==> config.mk <==
export PLATFORM = sky130hd
export DESIGN_NAME = zion_clr_en_pipe
export DESIGN_NICKNAME = d
export VERILOG_FILES = /design/src/rtl/zion_clr_en_pipe_pkg.sv /design/src/rtl/zion_clr_en_pipe_stage.sv /design/src/rtl/zion_clr_en_pipe.sv
export SDC_FILE = /design/constraint.sdc
export NUM_CORES = 1
export LEC_CHECK = 0
export CAP_MARGIN = 0
export CORE_ASPECT_RATIO = 1.2
export CORE_MARGIN = 3
export CORE_UTILIZATION = 56
export CTS_CLUSTER_SIZE = 10
export DETAILED_ROUTE_END_ITERATION = 10
export PLACE_DENSITY = 0.84
export SYNTH_ARGS = -nofsm -noshare
export SYNTH_HDL_FRONTEND = slang
export SYNTH_SLANG_ARGS = --single-unit
==> constraint.sdc <==
create_clock -name clk -period 2.1 [get_ports clk]
set_input_delay 0.42 -clock clk [delete_from_list [all_inputs] [get_ports clk]]
set_output_delay 0.42 -clock clk [all_outputs]
set_load 0.005 [all_outputs]
==> src/rtl/zion_clr_en_pipe_pkg.sv <==
// Shared types and helpers for the zion_clr_en_pipe register pipeline.
// Holds the per-edge priority encoding and the occupancy counter width.
package zion_clr_en_pipe_pkg;

    // What a stage does on a given clock edge, highest priority first.
    typedef enum logic [1:0] {
        PRI_RST,
        PRI_CLR,
        PRI_EN,
        PRI_HOLD
    } pri_e;

    // Width of an occupancy counter that must represent 0..depth.
    function automatic int CntW(input int depth);
        return $clog2(depth + 1);
    endfunction

    // Resolve which priority level governs the next clock edge.
    function automatic pri_e edge_pri(input logic rst, input logic clr, input logic en);
        if (!rst) return PRI_RST;
        if (clr)  return PRI_CLR;
        if (en)   return PRI_EN;
        return PRI_HOLD;
    endfunction

endpackage

==> src/rtl/zion_clr_en_pipe_stage.sv <==
// One {valid, data} stage of zion_clr_en_pipe.
// Captures {iVld, iDat} when enabled and loaded; an empty capture parks the
// data at INI_DATA so downstream never sees stale payload on an idle stage.
module zion_clr_en_pipe_stage #(
    parameter int               WIDTH    = 32,
    parameter logic [WIDTH-1:0] INI_DATA = '0
) (
    input  logic             clk,
    input  logic             rst,
    input  logic             iEn,
    input  logic             iClr,
    input  logic             iLd,
    input  logic             iVld,
    input  logic [WIDTH-1:0] iDat,
    output logic             oVld,
    output logic [WIDTH-1:0] oDat
);

    logic             vld_q, vld_d;
    logic [WIDTH-1:0] dat_q, dat_d;

    // Next-state selection: flush beats enable, enable+load captures, else hold.
    always_comb begin
        // NOTE: hold values are assigned first so every path drives vld_d/dat_d and no latch is inferred.
        vld_d = vld_q;
        dat_d = dat_q;
        if (iClr) begin
            vld_d = 1'b0;
            dat_d = INI_DATA;
        end else if (iEn && iLd) begin
            vld_d = iVld;
            dat_d = iVld ? iDat : INI_DATA;
        end
    end

    // Stage register with synchronous active-low reset.
    always_ff @(posedge clk) begin
        // NOTE: non-blocking assignments keep all stages sampling pre-edge values, so data shifts one stage per clock.
        if (!rst) begin
            vld_q <= 1'b0;
            dat_q <= INI_DATA;
        end else begin
            vld_q <= vld_d;
            dat_q <= dat_d;
        end
    end

    assign oVld = vld_q;
    assign oDat = dat_q;

endmodule

==> src/rtl/zion_clr_en_pipe.sv <==
// Multi-stage clearable/enabled register pipeline with valid/ready handshake.
// Empty stages always accept, so bubbles collapse while the output is stalled;
// iEn=0 freezes everything, iClr flushes every stage like a reset.
// Optional feature macro: ZION_CLR_EN_PIPE_CNT_EN adds the registered oCnt
// occupancy counter; without it the port and counter logic do not exist.
module zion_clr_en_pipe
    import zion_clr_en_pipe_pkg::*;
#(
    parameter int               WIDTH    = 32,
    parameter int               DEPTH    = 3,
    parameter logic [WIDTH-1:0] INI_DATA = '0
) (
    input  logic             clk,
    input  logic             rst,
    input  logic             iEn,
    input  logic             iClr,
    input  logic             iVld,
    output logic             oRdy,
    input  logic [WIDTH-1:0] iDat,
    output logic             oVld,
    input  logic             iRdy,
    output logic [WIDTH-1:0] oDat,
    output logic             oBusy
`ifdef ZION_CLR_EN_PIPE_CNT_EN
    ,
    output logic [CntW(DEPTH)-1:0] oCnt
`endif
);

    if (DEPTH < 1) begin : g_bad_depth
        $error("zion_clr_en_pipe: DEPTH must be >= 1");
    end
    if (WIDTH < 1) begin : g_bad_width
        $error("zion_clr_en_pipe: WIDTH must be >= 1");
    end

    logic [DEPTH-1:0] vld;
    logic [DEPTH-1:0] adv;
    logic [DEPTH-1:0] in_vld;
    logic [WIDTH-1:0] dat    [DEPTH];
    logic [WIDTH-1:0] in_dat [DEPTH];

    // Advance chain: a stage may capture if it is empty or its successor advances.
    always_comb begin
        adv            = '0;
        adv[DEPTH-1]   = !vld[DEPTH-1] | iRdy;
        for (int k = DEPTH - 2; k >= 0; k--) begin
            adv[k] = !vld[k] | adv[k+1];
        end
    end

    for (genvar k = 0; k < DEPTH; k++) begin : g_stage
        if (k == 0) begin : g_head
            assign in_vld[k] = iVld;
            assign in_dat[k] = iDat;
        end else begin : g_body
            assign in_vld[k] = vld[k-1];
            assign in_dat[k] = dat[k-1];
        end

        zion_clr_en_pipe_stage #(
            .WIDTH   (WIDTH),
            .INI_DATA(INI_DATA)
        ) u_stage (
            .clk (clk),
            .rst (rst),
            .iEn (iEn),
            .iClr(iClr),
            .iLd (adv[k]),
            .iVld(in_vld[k]),
            .iDat(in_dat[k]),
            .oVld(vld[k]),
            .oDat(dat[k])
        );
    end

    assign oRdy  = iEn & !iClr & rst & adv[0];
    assign oVld  = vld[DEPTH-1];
    assign oDat  = dat[DEPTH-1];
    assign oBusy = |vld;

`ifdef ZION_CLR_EN_PIPE_CNT_EN
    localparam int CW = CntW(DEPTH);

    logic [CW-1:0] cnt_q, cnt_d;
    logic          acc, emit;

    assign acc  = iVld & oRdy;
    assign emit = oVld & iRdy & iEn & !iClr;

    // Occupancy next-state: +1 on accept only, -1 on emit only, 0 on flush.
    always_comb begin
        cnt_d = cnt_q;
        if (iClr) begin
            cnt_d = '0;
        end else if (acc && !emit) begin
            cnt_d = cnt_q + 1'b1;
        end else if (emit && !acc) begin
            cnt_d = cnt_q - 1'b1;
        end
    end

    // Occupancy register with synchronous active-low reset.
    always_ff @(posedge clk) begin
        if (!rst) begin
            cnt_q <= '0;
        end else begin
            cnt_q <= cnt_d;
        end
    end

    assign oCnt = cnt_q;

    a_cnt_max: assert property (@(posedge clk) disable iff (!rst) int'(cnt_q) <= DEPTH);
`endif

    pri_e pri;
    assign pri = edge_pri(rst, iClr, iEn);

    a_hold:  assert property (@(posedge clk) pri == PRI_HOLD |=> $stable(oVld) && $stable(oDat));
    a_flush: assert property (@(posedge clk) (pri == PRI_RST || pri == PRI_CLR) |=> !oBusy && oDat == INI_DATA);

endmodule

After elaboration in Yosys (flattened, before gate mapping)
Cells that the tools add are included.
{ "totals": {"inputBits": 38, "reg_bits": 99} }
{ "op_classes": {"mux": 3, "n_bitwise": 7, "reduce_logical": 9} }
{ "ops": {"columns": ["op", "count"], "rows": [
  ["32-bit 2-to-1 mux", 3],
  ["1-bit logical NOT", 4],
  ["1-bit bitwise AND", 3],
  ["1-bit logical AND", 3],
  ["1-bit OR", 3],
  ["3-bit OR reduction", 1],
  ["2-bit OR reduction", 1],
  ["1-bit NOT", 1]
]} }

Logic depth before layout (Yosys ltp)
{ "depth": {"depth_word": 5, "ltp_mapped": 5} }

Hierarchy
From an unflattened synthesis, not the netlist that was laid out.
{ "unflattened": {"cells_unflattened": 472, "area_unflattened_um2": 4674.5} }
{ "modules_own_cells": {"columns": ["mod", "n_inst", "cells_each", "seq_area_each_um2", "area_per_inst_um2"], "rows": [
  ["zion_clr_en_pipe_stage", 3, 155, 660.6, 1542.7],
  ["zion_clr_en_pipe", 1, 7, 0.0, 46.3]
]} }

Worst setup path before layout
Ideal clock, no wire load.
{ "synth_timing": {"kind": "input to output", "startpoint": "input iClr", "endpoint": "output oRdy", "setup_slack_ps": 550, "path_buffers": 2, "required_ps": 1680, "cell_stages": 4, "arrival_time_ps": 1130, "cell_sequence": "nand2b_1 clkbuf_1 buf_1 nor3_1"} }
{ "synth_via": {"elab_chain_len": 4} }
{ "synth_lines": {"columns": ["element", "line", "source"], "rows": [
  ["from (decl)", "zion_clr_en_pipe.sv:16", "input logic iClr,"],
  ["1-bit logical NOT", "zion_clr_en_pipe.sv:77", "assign oRdy = iEn & !iClr & rst & adv[0];"],
  ["1-bit bitwise AND (3 in a row)", "zion_clr_en_pipe.sv:77", null],
  ["to (decl)", "zion_clr_en_pipe.sv:18", "output logic oRdy,"]
]} }
Every way passes these cells.

Worst setup path in the final report
{ "layout_timing": {"startpoint": "register g_stage[2].u_stage.vld_q", "endpoint": "output oBusy"} }
{ "layout_via": {"elab_chain_len": 1} }
{ "layout_lines": {"columns": ["element", "line", "source"], "rows": [
  ["from (decl)", "zion_clr_en_pipe_stage.sv:19", "logic vld_q, vld_d;"],
  ["from (signal assigned)", "zion_clr_en_pipe_stage.sv:43", "vld_q <= vld_d;"],
  ["3-bit OR reduction", "zion_clr_en_pipe.sv:80", "assign oBusy = |vld;"],
  ["to (decl)", "zion_clr_en_pipe.sv:23", "output logic oBusy"]
]} }
Every way passes these cells.

==> results.md <==
* Status: complete, no violations
* Dpl hpwl at 5830 um
* Vias in the first global route at 3299
* R2r startpoint: g_stage[0].u_stage.oVld$_SDFFE_PP0P_
* Final slew viol count at 0
* Worst reg2reg setup slack at 460 ps
* Max_cap viols at 0
* Vias at 3709
* Final Cycle Share at 92.3%
* Core area at 7020 sq um
* Static leakage at 0.00145 uW
* Final hold viol count at 0
* Gpl congestion at 0.820
* Rel. slew slack at 35.7%
* CTS H-tree lvls at 3
* Yosys reg bits at 99
* Routed WL at 9640 um
* Number of synthesized flops with an enable pin at 0
* Async SR Flop Fraction at 0%
* Seq/Total Area, Yosys at 47.5%
* Fraction of layout cells with a size suffix above 1 at 6.52%
* CP peak stage delay at 440 ps
* Die footprint at 8530 sq um
* Hold Crit Start: g_stage[2].u_stage.oDat[19]$_SDFFE_PP0P_
* Synth Instances at 501
* Synth cell types at 22
* Worst setup path class: reg2out
* Starting Density at 59.5%
* Die width at 84.8 um
* TritonCTS Sinks at 99
* Number of diodes at 0
* Top-level I/O count at 73
* Placed cells at 577
* Layout Utilization at 69.1%
* CTS clock-pin slew for the worst setup and hold paths at 90 ps
* Num CTS Buffers at 9
* Area share of the leading cell type in the synthesized netlist at 47.5%
* Start point of the critical path: g_stage[2].u_stage.oVld$_SDFFE_PP0P_
* IO buf count at 72
* Total negative setup slack at 0 ps
* Design area at 4850 sq um
* Rows at 33
* Initial antenna violation count at 0
* Clk buf depth at 2
* Congestion Overflow GR at 0
* Number of stages on the worst hold path at 2
* Vias/cell at 6.25
* Overall power at 3410 uW
* CTS tree: yes
* Final Setup Violations at 0
* Crit-path cells: or3_1, clkdlybuf4s50_1
* Fin crit period at 1940 ps
* Worst r2r path cells at 5
* Hold Path Sink: g_stage[2].u_stage.oDat[19]$_SDFFE_PP0P_
* CP max FO at 9
* Power per cell area at 704 nW/um^2
* Worst min-delay path category: reg2reg
* Unrepaired setup endpoints after global routing: no
* CP endpoint kind: output pin
* CP Data Arrival Time at 1520 ps
* CP startpoint kind: flop
* Residual DRC at 0
* Clock latency on the worst-skew pair at 360 ps
* Area of the mapped netlist at 4180 sq um
* Layout fillers at 606
* WL/cell at 16.3 um
* Max VDD drop at 0.488 mV
* Peak Freq at 0.516 GHz
* Syn Nets at 539
* Die Span Y at 101 um
* R2r endpoint: g_stage[0].u_stage.oDat[11]$_SDFFE_PP0P_
* Global-route wire length before repair at 16200 um
* Fin nets at 539
* Total Routing Usage GR at 23.2%
* DR iter-0 viols at 329
* Synth Warn # at 0
* Top cell type by total area after synthesis: dfxtp_1
* Area grow syn2layout at 16.1%
* Skew final at 4.36 ps
* Ranking of synthesized cells by area: dfxtp_1 47%, nand4_1 14%, a21oi_1 12%, o21ai_0 12%, buf_4 5.9%
* Pre-Repair DR Iteration Count at 5
* Crit-path slowest cell: clkdlybuf4s50_1
* ANT nets after route at 0
* Largest net degree at the start of global routing at 101
* Post-Layout Cell Count at 593
* Top_reg_cell synth: dfxtp_1
* Syn Area/Cell at 8.33 sq um
* CTS Root Cell: clkbuf_8
* Slew @ Worst Pin at 964 ps
* CP Data Required Time at 1680 ps
* DP Area at 4630 sq um
[cell usage after synthesis (2+ instances only)]
library cell,number
buf_4,33
nand2_1,2
buf_1,3
nand2b_1,2
buf_2,24
clkbuf_1,32
clkbuf_2,3
nand4_1,96
o21ai_0,98
dfxtp_1,99
a21oi_1,98
[critical path: cells and delay by family (launching register included)]
family                 cells  cell delay (ps)
buffers and inverters      1              440
DFF                        1              390
and+or+nand+nor            1              330
[cell usage in the layout, fill, tap and decap left out]
cell,count
clkinv_2,2
dfxtp_1,99
a21boi_0,1
clkinvlp_4,3
or3_1,1
buf_12,4
nor2_1,1
nand2_1,2
a21oi_1,98
dlygate4sd2_1,1
bufinv_16,2
buf_4,8
nand4_1,96
inv_2,1
nand2b_1,1
nand4b_1,1
clkdlybuf4s50_1,70
and2b_2,1
and4b_2,1
nand2b_4,1
nor3_1,1
clkbuf_8,9
a31oi_1,1
o21ai_0,98
and3b_1,1
buf_2,1
nand3b_1,1
[through the flow]
stage / setup slack (ps) / hold WS (ps)
3_5_place_dp: -97.7 / 467
4_1_cts: 150 / 479
5_1_grt: 59.0 / 492
3_3_place_gp: -99.3 / 460
2_1_floorplan: 550 / 450
6_report: 161 / 475
[final cells by class]
class	instances	area (sq um)	share of cell area (%)
flip-flops and latches	99	1980	40.9
multi-input cells	306	1680	34.7
repair buffers	84	855	17.6
clock buffers	9	124	2.55
well taps	87	109	2.25
clock inverters	7	92.6	1.91
inverters	1	3.75	0.0774
[cells by family (layout without fill, tap and decap cells)]
| kind of cell | count (synthesis) | after routing | synth area share [%] |
|---|---|---|---|
| flops | 99 | 99 | 47.5 |
| compound gates | 198 | 198 | 23.8 |
| buf+inv | 96 | 101 | 12.4 |
| simple gates | 108 | 108 | 16.3 |
[worst max-delay path by stage]
stage            end  cells past startpoint
2_1_floorplan   oRdy                      4
3_3_place_gp    oRdy                      4
3_5_place_dp    oRdy                      4
4_1_cts        oBusy                      2
5_1_grt        oBusy                      2
6_report       oBusy                      2
[repair_timing]
action,CTS,global route
buffers inserted,0,0
hold buffers,0,0
gates resized for setup,1,0
setup endpoints to repair,1,0
[layer usage]
layer | vias to the layer above | GRT usage (%) | share of wire, %
met1 | 1728 | 33.3 | 46
met3 | 15 | 4.82 | 6.8
li1 | 1829 | - | -
met2 | 137 | 34.4 | 45
met4 | 0 | 9.14 | 2.0
met5 | - | 0 | 0
[state kept, by name, summed over array words and instances (netlist names)]
| signal | cells |
|---|---|
| g_stage.u_stage.oDat | 96 |
| g_stage.u_stage.oVld | 3 |
[power by group]
part / total (uW) / internal, uW / leakage, uW / switching [uW]
combinational: 213 / 89.4 / 0.000547 / 124
clock: 1300 / 666 / 0.000101 / 638
sequential: 1900 / 1890 / 0.000799 / 7.12
total: 3410 / 2640 / 0.00145 / 769
Power figures use the tool's default switching activity.
